<file path="config.mk">
export PLATFORM = sky130hd
export DESIGN_NAME = load_store_unit
export DESIGN_NICKNAME = d
export VERILOG_FILES = /design/src/rtl/lsu_pkg.sv /design/src/rtl/lsu_lane_merge.sv /design/src/rtl/load_store_unit.sv
export SDC_FILE = /design/constraint.sdc
export NUM_CORES = 1
export LEC_CHECK = 0
export CORE_UTILIZATION = 30
export DETAILED_ROUTE_END_ITERATION = 16
export MAX_ROUTING_LAYER = met4
export PLACE_DENSITY_LB_ADDON = 0.05
export SYNTH_ARGS = -nofsm -noshare
export SYNTH_HDL_FRONTEND = slang
export SYNTH_HIERARCHICAL = 1
export SYNTH_SLANG_ARGS = --single-unit
</file>
<file path="constraint.sdc">
create_clock -name clk -period 3.1 [get_ports clk]
set_input_delay 0.465 -clock clk [delete_from_list [all_inputs] [get_ports clk]]
set_output_delay 0.465 -clock clk [all_outputs]
set_load 0.005 [all_outputs]
</file>
<file path="src/rtl/lsu_pkg.sv">
// Shared definitions for the load/store unit and its lane helper.
// Holds the access-size codes and the sequencer state encoding.
// Also used by the datapath that reuses lsu_lane_merge.
package lsu_pkg;

   localparam logic [1:0] LSU_SZ_BYTE = 2'b00;
   localparam logic [1:0] LSU_SZ_HALF = 2'b01;
   localparam logic [1:0] LSU_SZ_WORD = 2'b10;

   typedef enum logic [1:0] {
      LSU_IDLE = 2'd0,
      LSU_RD   = 2'd1,
      LSU_WR   = 2'd2,
      LSU_DONE = 2'd3
   } lsu_state_t;

   // Size code 2'b11 behaves as a word, so only the top bit matters
   function automatic logic is_word(input logic [1:0] size);
      return size[1];
   endfunction

endpackage

</file>
<file path="src/rtl/lsu_lane_merge.sv">
// Purpose: byte/half lane patching for stores and lane extract/extend for loads.
// Latency: purely combinational.
// Backpressure: none; outputs follow inputs.
module lsu_lane_merge
   import lsu_pkg::*;
(
   input  logic [1:0]  size,
   input  logic        is_unsigned,
   input  logic [1:0]  offs,
   input  logic [31:0] word,
   input  logic [31:0] wdata,
   output logic [31:0] merged,
   output logic [31:0] extracted
);

   logic [7:0]  lane_b;
   logic [15:0] lane_h;

   // Pick the addressed little-endian lane(s), then patch them in or widen them to 32 bits
   always_comb begin
      merged    = word;
      extracted = word;
      lane_b    = word[{offs, 3'b000} +: 8];
      lane_h    = word[{offs[1], 4'b0000} +: 16];
      if (size == LSU_SZ_BYTE) begin
         merged[{offs, 3'b000} +: 8] = wdata[7:0];
         extracted = {{24{lane_b[7] & ~is_unsigned}}, lane_b};
      end else if (size == LSU_SZ_HALF) begin
         merged[{offs[1], 4'b0000} +: 16] = wdata[15:0];
         extracted = {{16{lane_h[15] & ~is_unsigned}}, lane_h};
      end else begin
         merged = wdata;
      end
   end

endmodule

</file>
<file path="src/rtl/load_store_unit.sv">
// Purpose: sequences one load/store at a time onto a word-wide, level-sensitive data memory.
// Latency: load 2, word store 2, subword store 3 cycles from acceptance (misaligned trap 1).
// Backpressure: req_ready only in IDLE; requester holds req_* until accepted. Option: LSU_MISALIGN_TRAP_EN.
module load_store_unit
   import lsu_pkg::*;
#(
   parameter int ADDR_W = 9,
   parameter int DATA_W = 32
) (
   input  logic              clk,
   input  logic              rst,
   input  logic              req_valid,
   output logic              req_ready,
   input  logic              req_we,
   input  logic [1:0]        req_size,
   input  logic              req_unsigned,
   input  logic [ADDR_W-1:0] req_addr,
   input  logic [DATA_W-1:0] req_wdata,
   output logic              resp_valid,
   output logic [DATA_W-1:0] resp_rdata,
   output logic              resp_err,
   output logic              mem_read,
   output logic              mem_write,
   output logic [ADDR_W-1:0] mem_addr,
   output logic [DATA_W-1:0] mem_wdata,
   input  logic [DATA_W-1:0] mem_rdata
);

   lsu_state_t        state, state_nxt;
   logic              accept;
   logic              misalign;
   logic [ADDR_W-1:0] addr_algn;
   logic              we_q, uns_q;
   logic [1:0]        size_q;
   logic              mem_read_d, mem_write_d, resp_valid_d;
   logic [31:0]       merged, extracted;

   assign req_ready = (state == LSU_IDLE) & ~rst;
   assign accept    = req_valid & req_ready;

   // Either flag a misaligned access or round the address down to natural alignment
   always_comb begin
      addr_algn = req_addr;
      misalign  = 1'b0;
`ifdef LSU_MISALIGN_TRAP_EN
      if (req_size == LSU_SZ_HALF) misalign = req_addr[0];
      else if (is_word(req_size))  misalign = |req_addr[1:0];
`else
      if (req_size == LSU_SZ_HALF) addr_algn[0] = 1'b0;
      else if (is_word(req_size))  addr_algn[1:0] = 2'b00;
`endif
   end

   // State register
   always_ff @(posedge clk) begin
      if (rst) state <= LSU_IDLE;
      else     state <= state_nxt;
   end

   // Next state: word stores skip the read, subword stores read then write
   always_comb begin
      state_nxt = state;
      case (state)
         LSU_IDLE: begin
            if (accept) begin
               if (misalign)                         state_nxt = LSU_DONE;
               else if (req_we & is_word(req_size))  state_nxt = LSU_WR;
               else                                  state_nxt = LSU_RD;
            end
         end
         LSU_RD:   state_nxt = we_q ? LSU_WR : LSU_DONE;
         LSU_WR:   state_nxt = LSU_DONE;
         LSU_DONE: state_nxt = LSU_IDLE;
         default:  state_nxt = LSU_IDLE;
      endcase
   end

   // Memory strobes and response are decoded from the upcoming state so they can be registered
   always_comb begin
      mem_read_d   = (state_nxt == LSU_RD);
      mem_write_d  = (state_nxt == LSU_WR);
      resp_valid_d = (state_nxt == LSU_DONE);
   end

   lsu_lane_merge u_lane (
      .size        (size_q),
      .is_unsigned (uns_q),
      .offs        (mem_addr[1:0]),
      .word        (mem_rdata),
      .wdata       (mem_wdata),
      .merged      (merged),
      .extracted   (extracted)
   );

   // Registered memory side; mem_wdata parks the store data until RD replaces it with the merged word
   always_ff @(posedge clk) begin
      if (rst) begin
         mem_read   <= 1'b0;
         mem_write  <= 1'b0;
         resp_valid <= 1'b0;
         mem_addr   <= '0;
         mem_wdata  <= '0;
         resp_rdata <= '0;
         we_q       <= 1'b0;
         size_q     <= LSU_SZ_BYTE;
         uns_q      <= 1'b0;
      end else begin
         mem_read   <= mem_read_d;
         mem_write  <= mem_write_d;
         resp_valid <= resp_valid_d;
         if (accept) begin
            we_q     <= req_we;
            size_q   <= req_size;
            uns_q    <= req_unsigned;
            mem_addr <= addr_algn;
            if (req_we) mem_wdata <= req_wdata;
         end
         if (state == LSU_RD) begin
            if (we_q) mem_wdata  <= merged;
            else      resp_rdata <= extracted;
         end
      end
   end

`ifdef LSU_MISALIGN_TRAP_EN
   logic resp_err_q;

   // A trapped request is the only path that goes straight from IDLE to DONE
   always_ff @(posedge clk) begin
      if (rst) resp_err_q <= 1'b0;
      else     resp_err_q <= (state == LSU_IDLE) & (state_nxt == LSU_DONE);
   end
   assign resp_err = resp_err_q;
`else
   assign resp_err = 1'b0;
`endif

endmodule

</file>
==> results of run 1 <==
kinds of logic (layout without fill, tap and decap cells):
group,Yosys count,count (layout),share of synthesized area [%]
compound gates,236,236,29.0
fa+ha+maj,9,9,2.18
buf+inv,69,196,6.87
flops,82,82,31.7
mux,56,56,11.1
other cells,1,1,0.0725
simple gates,197,197,19.1
worst max-delay path, delay by kind of cell, from the launching register on:
family / cells / cell delay, ps
DFF: 1 / 540
adders and majority gates: 1 / 370
buffers and inverters: 1 / 160
and+or+nand+nor: 2 / 900
AOI/OAI and AO/OA: 3 / 430
cells in the mapped netlist, types with 2 or more instances:
cell	instances	share of area [%]
sky130_fd_sc_hd__nand2_1	120	8.7
sky130_fd_sc_hd__nor4b_1	8	1.4
sky130_fd_sc_hd__a21oi_2	2	0.34
sky130_fd_sc_hd__nor3b_4	2	0.73
sky130_fd_sc_hd__dfxtp_1	82	32
sky130_fd_sc_hd__a2bb2oi_2	2	0.58
sky130_fd_sc_hd__a221oi_1	7	1.2
sky130_fd_sc_hd__o22ai_1	22	2.7
sky130_fd_sc_hd__a211o_1	4	0.68
sky130_fd_sc_hd__buf_6	7	1.5
sky130_fd_sc_hd__and3_1	2	0.24
sky130_fd_sc_hd__nand3_1	20	1.9
sky130_fd_sc_hd__buf_2	15	1.5
sky130_fd_sc_hd__clkbuf_2	2	0.19
sky130_fd_sc_hd__and2_1	2	0.24
sky130_fd_sc_hd__mux2_2	9	2.0
sky130_fd_sc_hd__a21oi_1	76	7.4
sky130_fd_sc_hd__buf_4	6	0.87
sky130_fd_sc_hd__o21bai_1	2	0.29
sky130_fd_sc_hd__ha_1	9	2.2
sky130_fd_sc_hd__nor3b_1	4	0.58
sky130_fd_sc_hd__inv_1	7	0.51
sky130_fd_sc_hd__nor2_1	6	0.44
sky130_fd_sc_hd__a22o_1	8	1.4
sky130_fd_sc_hd__mux2i_1	47	9.1
sky130_fd_sc_hd__o211ai_1	17	2.5
sky130_fd_sc_hd__clkbuf_1	26	1.9
sky130_fd_sc_hd__a22oi_1	25	3.6
sky130_fd_sc_hd__buf_1	4	0.29
sky130_fd_sc_hd__nor2b_1	5	0.60
sky130_fd_sc_hd__o221ai_1	11	1.9
sky130_fd_sc_hd__nand4_1	9	1.1
sky130_fd_sc_hd__o21ai_0	52	5.0
sky130_fd_sc_hd__a21o_1	3	0.44
sky130_fd_sc_hd__nand2b_1	7	0.85
state kept, by name (all words and copies together), names as in the netlist:
signal      count
mem_wdata      32
mem_read        1
resp_valid      1
we_q            1
uns_q           1
mem_write       1
state           2
resp_rdata     32
mem_addr        9
size_q          2
metrics by stage:
step | instance area, um2 | setup slack [ps] | util [%] | std cells
floorplan | 5170 | 755 | - | 650
global placement | 6820 | 719 | 40.8 | 981
detailed placement | 6820 | 705 | 40.8 | 981
CTS | 7130 | 665 | 42.7 | 997
global route | 7130 | 492 | 42.7 | 997
finish | 7130 | 616 | 42.7 | 997
placed cells by master (no fill, tap or decap), types with 8 or more instances in the layout:
master and instances:
sky130_fd_sc_hd__o21ai_0 52, sky130_fd_sc_hd__ha_1 9, sky130_fd_sc_hd__clkbuf_16 9, sky130_fd_sc_hd__nor4b_1 8, sky130_fd_sc_hd__nand4_1 9, sky130_fd_sc_hd__mux2i_1 47, sky130_fd_sc_hd__a22oi_1 25, sky130_fd_sc_hd__a22o_1 8
sky130_fd_sc_hd__buf_4 14, sky130_fd_sc_hd__o211ai_1 17, sky130_fd_sc_hd__clkdlybuf4s50_1 156, sky130_fd_sc_hd__nand3_1 20, sky130_fd_sc_hd__a21oi_1 76, sky130_fd_sc_hd__o22ai_1 22, sky130_fd_sc_hd__o221ai_1 11, sky130_fd_sc_hd__nand2_1 120
sky130_fd_sc_hd__dfxtp_1 81, sky130_fd_sc_hd__mux2_2 9
cell type report:
| class | instances | area share [%] |
|---|---|---|
| Multi-Input combinational cell | 499 | 44.6 |
| Tap cell | 220 | 3.86 |
| Clock buffer | 10 | 3.35 |
| Clock inverter | 6 | 1.00 |
| Sequential cell | 82 | 23.1 |
| Inverter | 9 | 0.474 |
| Timing Repair Buffer | 171 | 23.7 |
final timing paths:
| path | start | endpoint | slack, ps | depth (start not counted) |
|---|---|---|---|---|
| min | resp_rdata[27] | resp_rdata[27] | 460 | 2 |
| min reg2reg | resp_rdata[27] | resp_rdata[27] | 460 | 2 |
| max | mem_addr[0] | mem_wdata[21] | 620 | 7 |
| max reg2reg | mem_addr[0] | mem_wdata[21] | 620 | 7 |
where the power goes:
part | internal (uW) | total, uW | switching (uW)
Clock | 655 | 1120 | 465
Combinational | 776 | 1580 | 802
Sequential | 1230 | 1410 | 184
Total | 2660 | 4110 | 1450
per-layer routing:
| layer | vias up | wire length (um) |
|---|---|---|
| met5 | - | 0 |
| met4 | 0 | 376 |
| met3 | 18 | 1110 |
| met2 | 203 | 9210 |
| met1 | 2640 | 9780 |
| li1 | 2643 | - |
==> results by group, run 1 <==
Worst setup path
  – Maximum cell stage delay along the critical path: 540 ps
  – Slowest library cell on the worst path: sky130_fd_sc_hd__dfxtp_1
  – Required time at the endpoint of the critical path: 3360 ps
  – Worst EP arrival: 2750 ps
  – Sort of element at the start of the critical path: flop
  – Worst Path Max Fanout: 10
  – Worst-path cell chain: inv_1, ha_1, nor3b_4, nor4b_4, a21o_1, o21ai_0, a21oi_1
  – Element type at the critical path end: flop
  – Type of the worst setup path: reg2reg

Global route
  – Via count of the first global-routing pass: 5274
  – GRT Total Usage: 23.8%
  – Grt ovf: 0
  – Grt peak-use layer: met2
  – GR Layer Usage met3: 4.22%
  – Wire length of the first global-routing pass: 31500 um
  – Global routing usage on met1: 32.3%
  – Initial antenna violation count: 0
  – Met2 demand-to-capacity share in global routing: 35.9%
  – Pin count of the biggest net entering global routing: 65

Synthesis
  – Per-instance average area after synthesis: ~8.0 um2
  – Commonest register cell after synthesis: sky130_fd_sc_hd__dfxtp_1
  – FFs w/ async S/R, synth: 0%
  – Number of distinct standard cells referenced by the synthesized netlist: 55
  – Syn Std Cell Area: between 5000 and 6000 um2
  – Post-synthesis sequential element count: 82
  – Gate count of the mapped netlist: 650
  – Part of the Yosys area used for sequential elements: 31.7%
  – Number of warnings printed during yosys synthesis: 6
  – Count of flip-flops with a built-in enable after synthesis: 0
  – Net Count, Synth: around 740

Die
  – Die Span Y: 133 um
  – Width of the chip: roughly 130 um
  – I/O pin count: 158
  – Die Footprint: around 18000 um2
  – Placeable core region: ~17000 um2
  – Number of core rows: 47
  – Initial standard-cell utilization of the core: 31.0%

Pwr
  – Peak ir drop on the vdd network: roughly 0.28 mV
  – Total power draw: a little over 4000 uW
  – Power Density: 577 nW/um2
  – Standby leakage power: 0.00259 uW

STA
  – Final period utilization: between 80% and 90%
  – RSZ-0062 raised after global routing: no
  – Smallest hold slack: 456 ps
  – Number of pins exceeding their max-slew limit in the final report: 0
  – Final period demand of the worst path: roughly 2500 ps
  – TNS Setup: 0 ps
  – Slew at the pin closest to its max-slew limit: between 1000 and 1500 ps
  – Worst clock skew: 9.10 ps
  – Fmax: a little over 400 MHz
  – Hold violation count in the final report: 0
  – Number of setup violations in the final report: 0
  – Relative slew slack: 25.9%

Layout
  – Area growth syn-to-layout: 37.8%
  – Number of antenna cells inserted: 0
  – Ratio of cells with drive above 1 in the final layout: 7.34%
  – Fill cell total of the finished layout: 1695
  – Area occupied by multi-input gates: 3180 um2
  – Nets@finish: 861
  – Register cell area after layout: around 1600 um2

CTS
  – Post_cts resized: 0
  – Num Clock Sinks: 82
  – Later-pin clock latency in the skew report: 340 ps
  – Num CTS Buffers: 9
  – Clock buffer depth: 2
  – CTS H-tree depth: 3
  – TritonCTS clock tree: yes
  – Setup repair bufs after CTS: 0
  – Total of hold buffers inserted after clock tree synthesis: 0
  – Root buffer selected by CTS: sky130_fd_sc_hd__clkbuf_16
  – Worst-path clk slew: 60 ps

Route
  – DRC violation count after routing: 0
  – Final wirelength: around 20000 um
  – Post-detailed-route count of antenna-violating nets: 0
  – Number of detailed-routing iterations run before antenna repair: 5
  – DR WL/cell: 20.5 um
  – Number of vias per cell: 5.52
  – Iter 0 DRT Violations: 450
  – Via Count: 5504

Placed design
  – I/O Buffers: about 160
  – HPWL reported at the end of detailed placement: ~15000 um
  – RD Place Congestion: around 0.85

Min path
  – Worst hold path class: reg2reg

Flow run
  – Max-Cap Viols: 0

Run status
  – Outcome: completed
(Power assumes the default switching activity.)
==> run 2: changes to the inputs <==
==> constraint.sdc (replaced) <==
create_clock -name clk -period 2.3 [get_ports clk]
set_input_delay 0.345 -clock clk [delete_from_list [all_inputs] [get_ports clk]]
set_output_delay 0.345 -clock clk [all_outputs]
set_load 0.005 [all_outputs]
==> run 2 against run 1 <==
Register-to-register slack worse by 370 ps. Largest cell class unchanged. First-iteration DRC count up 8.9%. Clock-buffer cell count down 1. Cell count up 2.4%.
==> results by group, run 2 (same netlist as run 1, synthesis figures left out) <==
Run status
  – Outcome: completed (unchanged)

Layout
  – Core occupancy in the finished layout: 43.9% (was 42.7%)
  – Number of antenna cells inserted: 0 (unchanged)
  – Register cell area after layout: 1650 um2 (was 1640 um2)
  – Final cell count without fillers: 1021 (was 997)
  – Highest-count cells in the layout ignoring fill and taps: 156 x sky130_fd_sc_hd__clkdlybuf4s50_1, 120 x sky130_fd_sc_hd__nand2_1, 79 x sky130_fd_sc_hd__dfxtp_1 (was 156 x sky130_fd_sc_hd__clkdlybuf4s50_1, 120 x sky130_fd_sc_hd__nand2_1, 81 x sky130_fd_sc_hd__dfxtp_1)
  – Area growth syn-to-layout: 41.9% (was 37.8%)
  – Registers with the most flip-flops: mem_wdata x32, resp_rdata x32, mem_addr x9 (unchanged)
  – Ratio of cells with drive above 1 in the final layout: 10.4% (was 7.34%)
  – Most common cell after layout, fill and taps aside: sky130_fd_sc_hd__clkdlybuf4s50_1 (unchanged)
  – Area occupied by multi-input gates: 3180 um2 (unchanged)
  – Fill cell total of the finished layout: 1739 (was 1695)
  – Nets@finish: 885 (was 861)

Placed design
  – I/O Buffers: 156 (unchanged)
  – HPWL reported at the end of detailed placement: 15700 um (was 14900 um)
  – RD Place Congestion: 0.874 (was 0.854)
  – Worst setup timing slack at the placement stage: 251 ps (was 705 ps)
  – Cell Count Post-Placement: 1005 (was 981)

Worst setup path
  – Depth of the most critical reg-to-reg path: 7 (unchanged)
  – Reg2reg setup slack: 240 ps (was 620 ps)
  – Worst-path cell chain: buf_4, buf_4, nor2b_1, a211oi_2, a22o_1, o21ai_0, a21oi_1 (was inv_1, ha_1, nor3b_4, nor4b_4, a21o_1, o21ai_0, a21oi_1)
  – Type of the worst setup path: reg2reg (unchanged)
  – Crit Reg-Reg Endpoint: mem_wdata[0] (was mem_wdata[21])
  – Most frequent cell on the critical path: sky130_fd_sc_hd__buf_4
  – Sort of element at the start of the critical path: flop (unchanged)
  – Required time at the endpoint of the critical path: 2590 ps (was 3360 ps)
  – Reg2Reg Launch Point: mem_addr[1] (was mem_addr[0])
  – Worst EP arrival: 2340 ps (was 2750 ps)
  – Element type at the critical path end: flop (unchanged)
  – Maximum cell stage delay along the critical path: 530 ps (was 540 ps)
  – Worst Path Max Fanout: 18 (was 10)
  – Slowest library cell on the worst path: sky130_fd_sc_hd__a211oi_2 (was sky130_fd_sc_hd__dfxtp_1)

STA
  – Final period demand of the worst path: 2060 ps (was 2480 ps)
  – Number of pins exceeding their max-slew limit in the final report: 0 (unchanged)
  – Worst clock skew: 9.30 ps (was 9.10 ps)
  – Relative slew slack: 22.6% (was 25.9%)
  – Final period utilization: 89.4% (was 80.1%)
  – TNS Setup: 0 ps (unchanged)
  – Fmax: 487 MHz (was 403 MHz)
  – Worst Setup Slack, final: 245 ps (was 616 ps)
  – Number of setup violations in the final report: 0 (unchanged)
  – Hold violation count in the final report: 0 (unchanged)
  – Smallest hold slack: 451 ps (was 456 ps)
  – RSZ-0062 raised after global routing: no (unchanged)
  – Slew at the pin closest to its max-slew limit: 1160 ps (was 1110 ps)

Die
  – Number of core rows: 47 (unchanged)
  – Placeable core region: 16700 um2 (unchanged)
  – I/O pin count: 158 (unchanged)
  – Width of the chip: 133 um (unchanged)
  – Die Span Y: 133 um (unchanged)
  – Initial standard-cell utilization of the core: 31.0% (unchanged)
  – Die Footprint: 17800 um2 (unchanged)

Pwr
  – Power Density: 763 nW/um2 (was 577 nW/um2)
  – Peak ir drop on the vdd network: 0.587 mV (was 0.279 mV)
  – Standby leakage power: 0.00273 uW (was 0.00259 uW)

Route
  – Iter 0 DRT Violations: 490 (was 450)
  – Post-detailed-route count of antenna-violating nets: 0 (unchanged)
  – Via Count: 5581 (was 5504)
  – Number of detailed-routing iterations run before antenna repair: 6 (was 5)
  – DRC violation count after routing: 0 (unchanged)
  – Final wirelength: 20700 um (was 20500 um)
  – Number of vias per cell: 5.47 (was 5.52)
  – DR WL/cell: 20.3 um (was 20.5 um)

CTS
  – Num Clock Sinks: 82 (unchanged)
  – Root buffer selected by CTS: sky130_fd_sc_hd__clkbuf_16 (unchanged)
  – Total of hold buffers inserted after clock tree synthesis: 0 (unchanged)
  – Worst-path clk slew: 70 ps (was 60 ps)
  – Post_cts resized: 0 (unchanged)
  – TritonCTS clock tree: yes (unchanged)
  – Clock buffer depth: 2 (unchanged)
  – Later-pin clock latency in the skew report: 360 ps (was 340 ps)
  – Num CTS Buffers: 9 (unchanged)
  – Setup repair bufs after CTS: 0 (unchanged)
  – CTS H-tree depth: 3 (unchanged)

Global route
  – Grt ovf: 0 (unchanged)
  – GRT Total Usage: 24.4% (was 23.8%)
  – Pin count of the biggest net entering global routing: 65 (unchanged)
  – Via count of the first global-routing pass: 5398 (was 5274)
  – Initial antenna violation count: 0 (unchanged)
  – Wire length of the first global-routing pass: 32100 um (was 31500 um)

Min path
  – Worst Hold Path EP: resp_rdata[12] (was resp_rdata[27])
  – Startpoint of the lowest-slack hold path: resp_rdata[12] (was resp_rdata[27])
  – Hold depth: 2 (unchanged)
  – Worst hold path class: reg2reg (unchanged)

Flow run
  – Max-Cap Viols: 0 (unchanged)
==> run 2: cell types whose count changed in the layout (fill, tap and decap cells not counted) <==
cell	change
sky130_fd_sc_hd__dfxtp_2	+2
sky130_fd_sc_hd__buf_4	+21
sky130_fd_sc_hd__buf_12	+3
sky130_fd_sc_hd__dfxtp_1	-2
sky130_fd_sc_hd__clkinv_2	+1
sky130_fd_sc_hd__clkbuf_8	-1
==> run 2: worst max path at each step <==
stage	from	endpoint	cells after the start
after CTS	state[0]	req_ready	4
after floorplan	mem_addr[1]	mem_wdata[31]	9
final	mem_addr[1]	mem_wdata[0]	7
after global routing	mem_addr[1]	mem_wdata[7]	7
after global placement	mem_rdata[31]	resp_rdata[13]	6
after detailed placement	mem_rdata[31]	resp_rdata[17]	7
==> run 2: critical path, delay by kind of cell, from the launching register on <==
family / cells / cell delay (ps)
compound gates: 4 / 950
buf+inv: 2 / 570
flops: 1 / 370
simple gates: 1 / 90
==> run 2: where the power goes <==
group | total, uW | switching, uW | leakage [uW] | internal, uW
Combinational | 2220 | 1120 | 0.00191 | 1100
Sequential | 1860 | 210 | 0.000668 | 1650
Clock | 1520 | 667 | 0.000143 | 852
==> run 2: routing by layer <==
layer	routed length (um)	part of all wire (%)	GRT usage (%)	vias up
met1	9700	47	32.4	2689
li1	-	-	-	2681
met5	0	0	-	-
met2	9490	46	37.6	185
met4	424	2.0	7.45	0
met3	1090	5.3	4.15	26
==> run 2: layout make-up <==
class                      count  area share [%]
sequential                    82            22.4
clock inverter                 7            1.04
inverter                       9           0.460
multi-input combinational    499            43.3
tap                          220            3.75
clock buffer                   9            3.07
timing repair buffer         195            26.0
==> run 2: stage by stage <==
stage,cell area (um2),total power [uW]
2_1_floorplan,5170,3100
3_3_place_gp,7040,4100
3_5_place_dp,7040,4110
4_1_cts,7340,5660
5_1_grt,7340,5960
6_report,7340,5600
==> run 3: changes to the inputs <==
==> constraint.sdc (replaced) <==
create_clock -name clk -period 2.7 [get_ports clk]
set_input_delay 0.405 -clock clk [delete_from_list [all_inputs] [get_ports clk]]
set_output_delay 0.405 -clock clk [all_outputs]
set_load 0.005 [all_outputs]
==> run 3 against run 2 <==
Sequential power shrank 14%. Combinational power fell by 16%. Wire length is 0.80% higher. Sequential cell count is the same. Non-clock buffer count down 13. Clock power is 22% lower. Clock skew shrank 3.0 ps. Register-to-register slack better by 170 ps. Cell count is 1.3% lower. Largest cell class unchanged.
==> results by group, run 3 (same netlist as run 1, synthesis figures left out) <==
Route
  – Final wirelength: 20900 um (was 20700 um)
  – Number of detailed-routing iterations run before antenna repair: 5 (was 6)
  – DR WL/cell: 20.7 um (was 20.3 um)
  – Iter 0 DRT Violations: 526 (was 490)
  – Via Count: 5600 (was 5581)
  – Post-detailed-route count of antenna-violating nets: 0 (unchanged)
  – Number of vias per cell: 5.56 (was 5.47)
  – DRC violation count after routing: 0 (unchanged)

Pwr
  – Peak ir drop on the vdd network: 0.393 mV (was 0.587 mV)
  – Standby leakage power: 0.00264 uW (was 0.00273 uW)
  – Power Density: 646 nW/um2 (was 763 nW/um2)

STA
  – Number of setup violations in the final report: 0 (unchanged)
  – Number of pins exceeding their max-slew limit in the final report: 0 (unchanged)
  – Hold violation count in the final report: 0 (unchanged)
  – TNS Setup: 0 ps (unchanged)
  – Final period utilization: 84.5% (was 89.4%)
  – Fmax: 438 MHz (was 487 MHz)
  – Worst clock skew: 6.30 ps (was 9.30 ps)
  – Final period demand of the worst path: 2280 ps (was 2060 ps)
  – RSZ-0062 raised after global routing: no (unchanged)
  – Slew at the pin closest to its max-slew limit: 1160 ps (about the same)
  – Relative slew slack: 22.3% (was 22.6%)

Worst setup path
  – Crit Reg-Reg Endpoint: mem_wdata[12] (was mem_wdata[0])
  – Sort of element at the start of the critical path: flop (unchanged)
  – Worst-path cell chain: buf_4, nor2b_1, a22oi_1, o211ai_1, o21ai_0, a21oi_1 (was buf_4, buf_4, nor2b_1, a211oi_2, a22o_1, o21ai_0, a21oi_1)
  – Depth of the most critical reg-to-reg path: 6 (was 7)
  – Worst Path Max Fanout: 17 (was 18)
  – Worst EP arrival: 2560 ps (was 2340 ps)
  – Reg2Reg Launch Point: mem_addr[1] (unchanged)
  – Element type at the critical path end: flop (unchanged)
  – Type of the worst setup path: reg2reg (unchanged)
  – Slowest library cell on the worst path: sky130_fd_sc_hd__nor2b_1 (was sky130_fd_sc_hd__a211oi_2)
  – Maximum cell stage delay along the critical path: 910 ps (was 530 ps)
  – Required time at the endpoint of the critical path: 2980 ps (was 2590 ps)
  – Reg2reg setup slack: 420 ps (was 240 ps)

Die
  – Initial standard-cell utilization of the core: 31.0% (unchanged)
  – Placeable core region: 16700 um2 (unchanged)
  – Die Footprint: 17800 um2 (unchanged)
  – I/O pin count: 158 (unchanged)
  – Number of core rows: 47 (unchanged)
  – Width of the chip: 133 um (unchanged)
  – Die Span Y: 133 um (unchanged)

CTS
  – Num Clock Sinks: 82 (unchanged)
  – Total of hold buffers inserted after clock tree synthesis: 0 (unchanged)
  – TritonCTS clock tree: yes (unchanged)
  – Post_cts resized: 0 (unchanged)
  – CTS H-tree depth: 3 (unchanged)
  – Later-pin clock latency in the skew report: 350 ps (was 360 ps)
  – Clock buffer depth: 2 (unchanged)
  – Root buffer selected by CTS: sky130_fd_sc_hd__clkbuf_16 (unchanged)
  – Worst-path clk slew: 70 ps (about the same)
  – Num CTS Buffers: 9 (unchanged)
  – Setup repair bufs after CTS: 0 (unchanged)

Placed design
  – Area of placed instances: 6910 um2 (was 7040 um2)
  – RD Place Congestion: 0.887 (was 0.874)
  – HPWL reported at the end of detailed placement: 15300 um (was 15700 um)
  – I/O Buffers: 156 (unchanged)

Min path
  – Worst Hold Path EP: resp_rdata[8] (was resp_rdata[12])
  – Worst hold path class: reg2reg (unchanged)
  – Startpoint of the lowest-slack hold path: resp_rdata[8] (was resp_rdata[12])
  – Hold depth: 2 (unchanged)

Run status
  – Outcome: completed (unchanged)

Global route
  – Grt ovf: 0 (unchanged)
  – GRT Total Usage: 24.3% (was 24.4%)
  – Pin count of the biggest net entering global routing: 65 (unchanged)
  – Initial antenna violation count: 0 (unchanged)
  – Via count of the first global-routing pass: 5345 (was 5398)
  – Wire length of the first global-routing pass: 32000 um (was 32100 um)

Layout
  – Registers with the most flip-flops: mem_wdata x32, resp_rdata x32, mem_addr x9 (unchanged)
  – Fill cell total of the finished layout: 1755 (was 1739)
  – Most common cell after layout, fill and taps aside: sky130_fd_sc_hd__clkdlybuf4s50_1 (unchanged)
  – Highest-count cells in the layout ignoring fill and taps: 156 x sky130_fd_sc_hd__clkdlybuf4s50_1, 120 x sky130_fd_sc_hd__nand2_1, 81 x sky130_fd_sc_hd__dfxtp_1 (was 156 x sky130_fd_sc_hd__clkdlybuf4s50_1, 120 x sky130_fd_sc_hd__nand2_1, 79 x sky130_fd_sc_hd__dfxtp_1)
  – Area growth syn-to-layout: 39.0% (was 41.9%)
  – Ratio of cells with drive above 1 in the final layout: 8.63% (was 10.4%)
  – Final instance area: 7190 um2 (was 7340 um2)
  – Number of antenna cells inserted: 0 (unchanged)
  – Nets@finish: 872 (was 885)

Flow run
  – Max-Cap Viols: 0 (unchanged)
-- run 3: changes by cell type in the layout (fill, tap and decap cells not counted) --
cell,change
sky130_fd_sc_hd__bufinv_16,-1
sky130_fd_sc_hd__clkinv_2,+1
sky130_fd_sc_hd__buf_4,-11
sky130_fd_sc_hd__dfxtp_2,-2
sky130_fd_sc_hd__buf_12,-2
sky130_fd_sc_hd__dfxtp_1,+2
-- run 3: layout make-up --
cell class / instances / area (um2) / share of cell area [%]
clock inverters: 7 / 51.3 / 0.714
clock buffers: 9 / 225 / 3.13
well taps: 220 / 275 / 3.83
multi-input cells: 499 / 3180 / 44.2
flip-flops and latches: 82 / 1640 / 22.9
inverters: 9 / 33.8 / 0.470
repair buffers: 182 / 1780 / 24.8
-- run 3: how the worst max path moves through the flow --
stage	slack [ps]	to	startpoint
floorplan	350	mem_wdata[31]	mem_addr[1]
global placement	530	mem_wdata[30]	mem_addr[0]
detailed placement	470	mem_wdata[12]	mem_addr[1]
CTS	460	mem_wdata[12]	mem_addr[1]
global route	240	resp_rdata[15]	mem_addr[1]
finish	420	mem_wdata[12]	mem_addr[1]
-- run 3: layer usage --
layer	GRT usage, %	up-vias	wire length (um)	share of wire, %
met5	-	-	0	0
met4	8.21	0	595	2.9
met3	5.21	44	1480	7.1
met2	36.9	251	9490	45
met1	31.8	2648	9300	45
li1	-	2657	-	-
-- run 3: critical path, delay by kind of cell (launching register included) --
kind	cells	cell delay, ps
flip-flops	1	440
AO/OA/AOI/OAI	4	690
AND/OR/NAND/NOR	1	910
buffers and inverters	1	170
-- run 3: stage by stage --
stage / total power (uW) / util, % / cells / setup slack [ps] / hold WS [ps]
2_1_floorplan: 2640 / - / 650 / 355 / 447
3_3_place_gp: 3470 / 41.4 / 992 / 531 / 442
3_5_place_dp: 3490 / 41.4 / 992 / 468 / 445
4_1_cts: 4690 / 43.0 / 1008 / 461 / 455
5_1_grt: 4940 / 43.0 / 1008 / 245 / 472
6_report: 4640 / 43.0 / 1008 / 417 / 452
-- run 3: where the power goes --
part,switching [uW],leakage [uW],internal (uW)
Clock,552,0.000133,630
Combinational,952,0.00184,910
Sequential,189,0.000667,1410
Total,1690,0.00264,2950
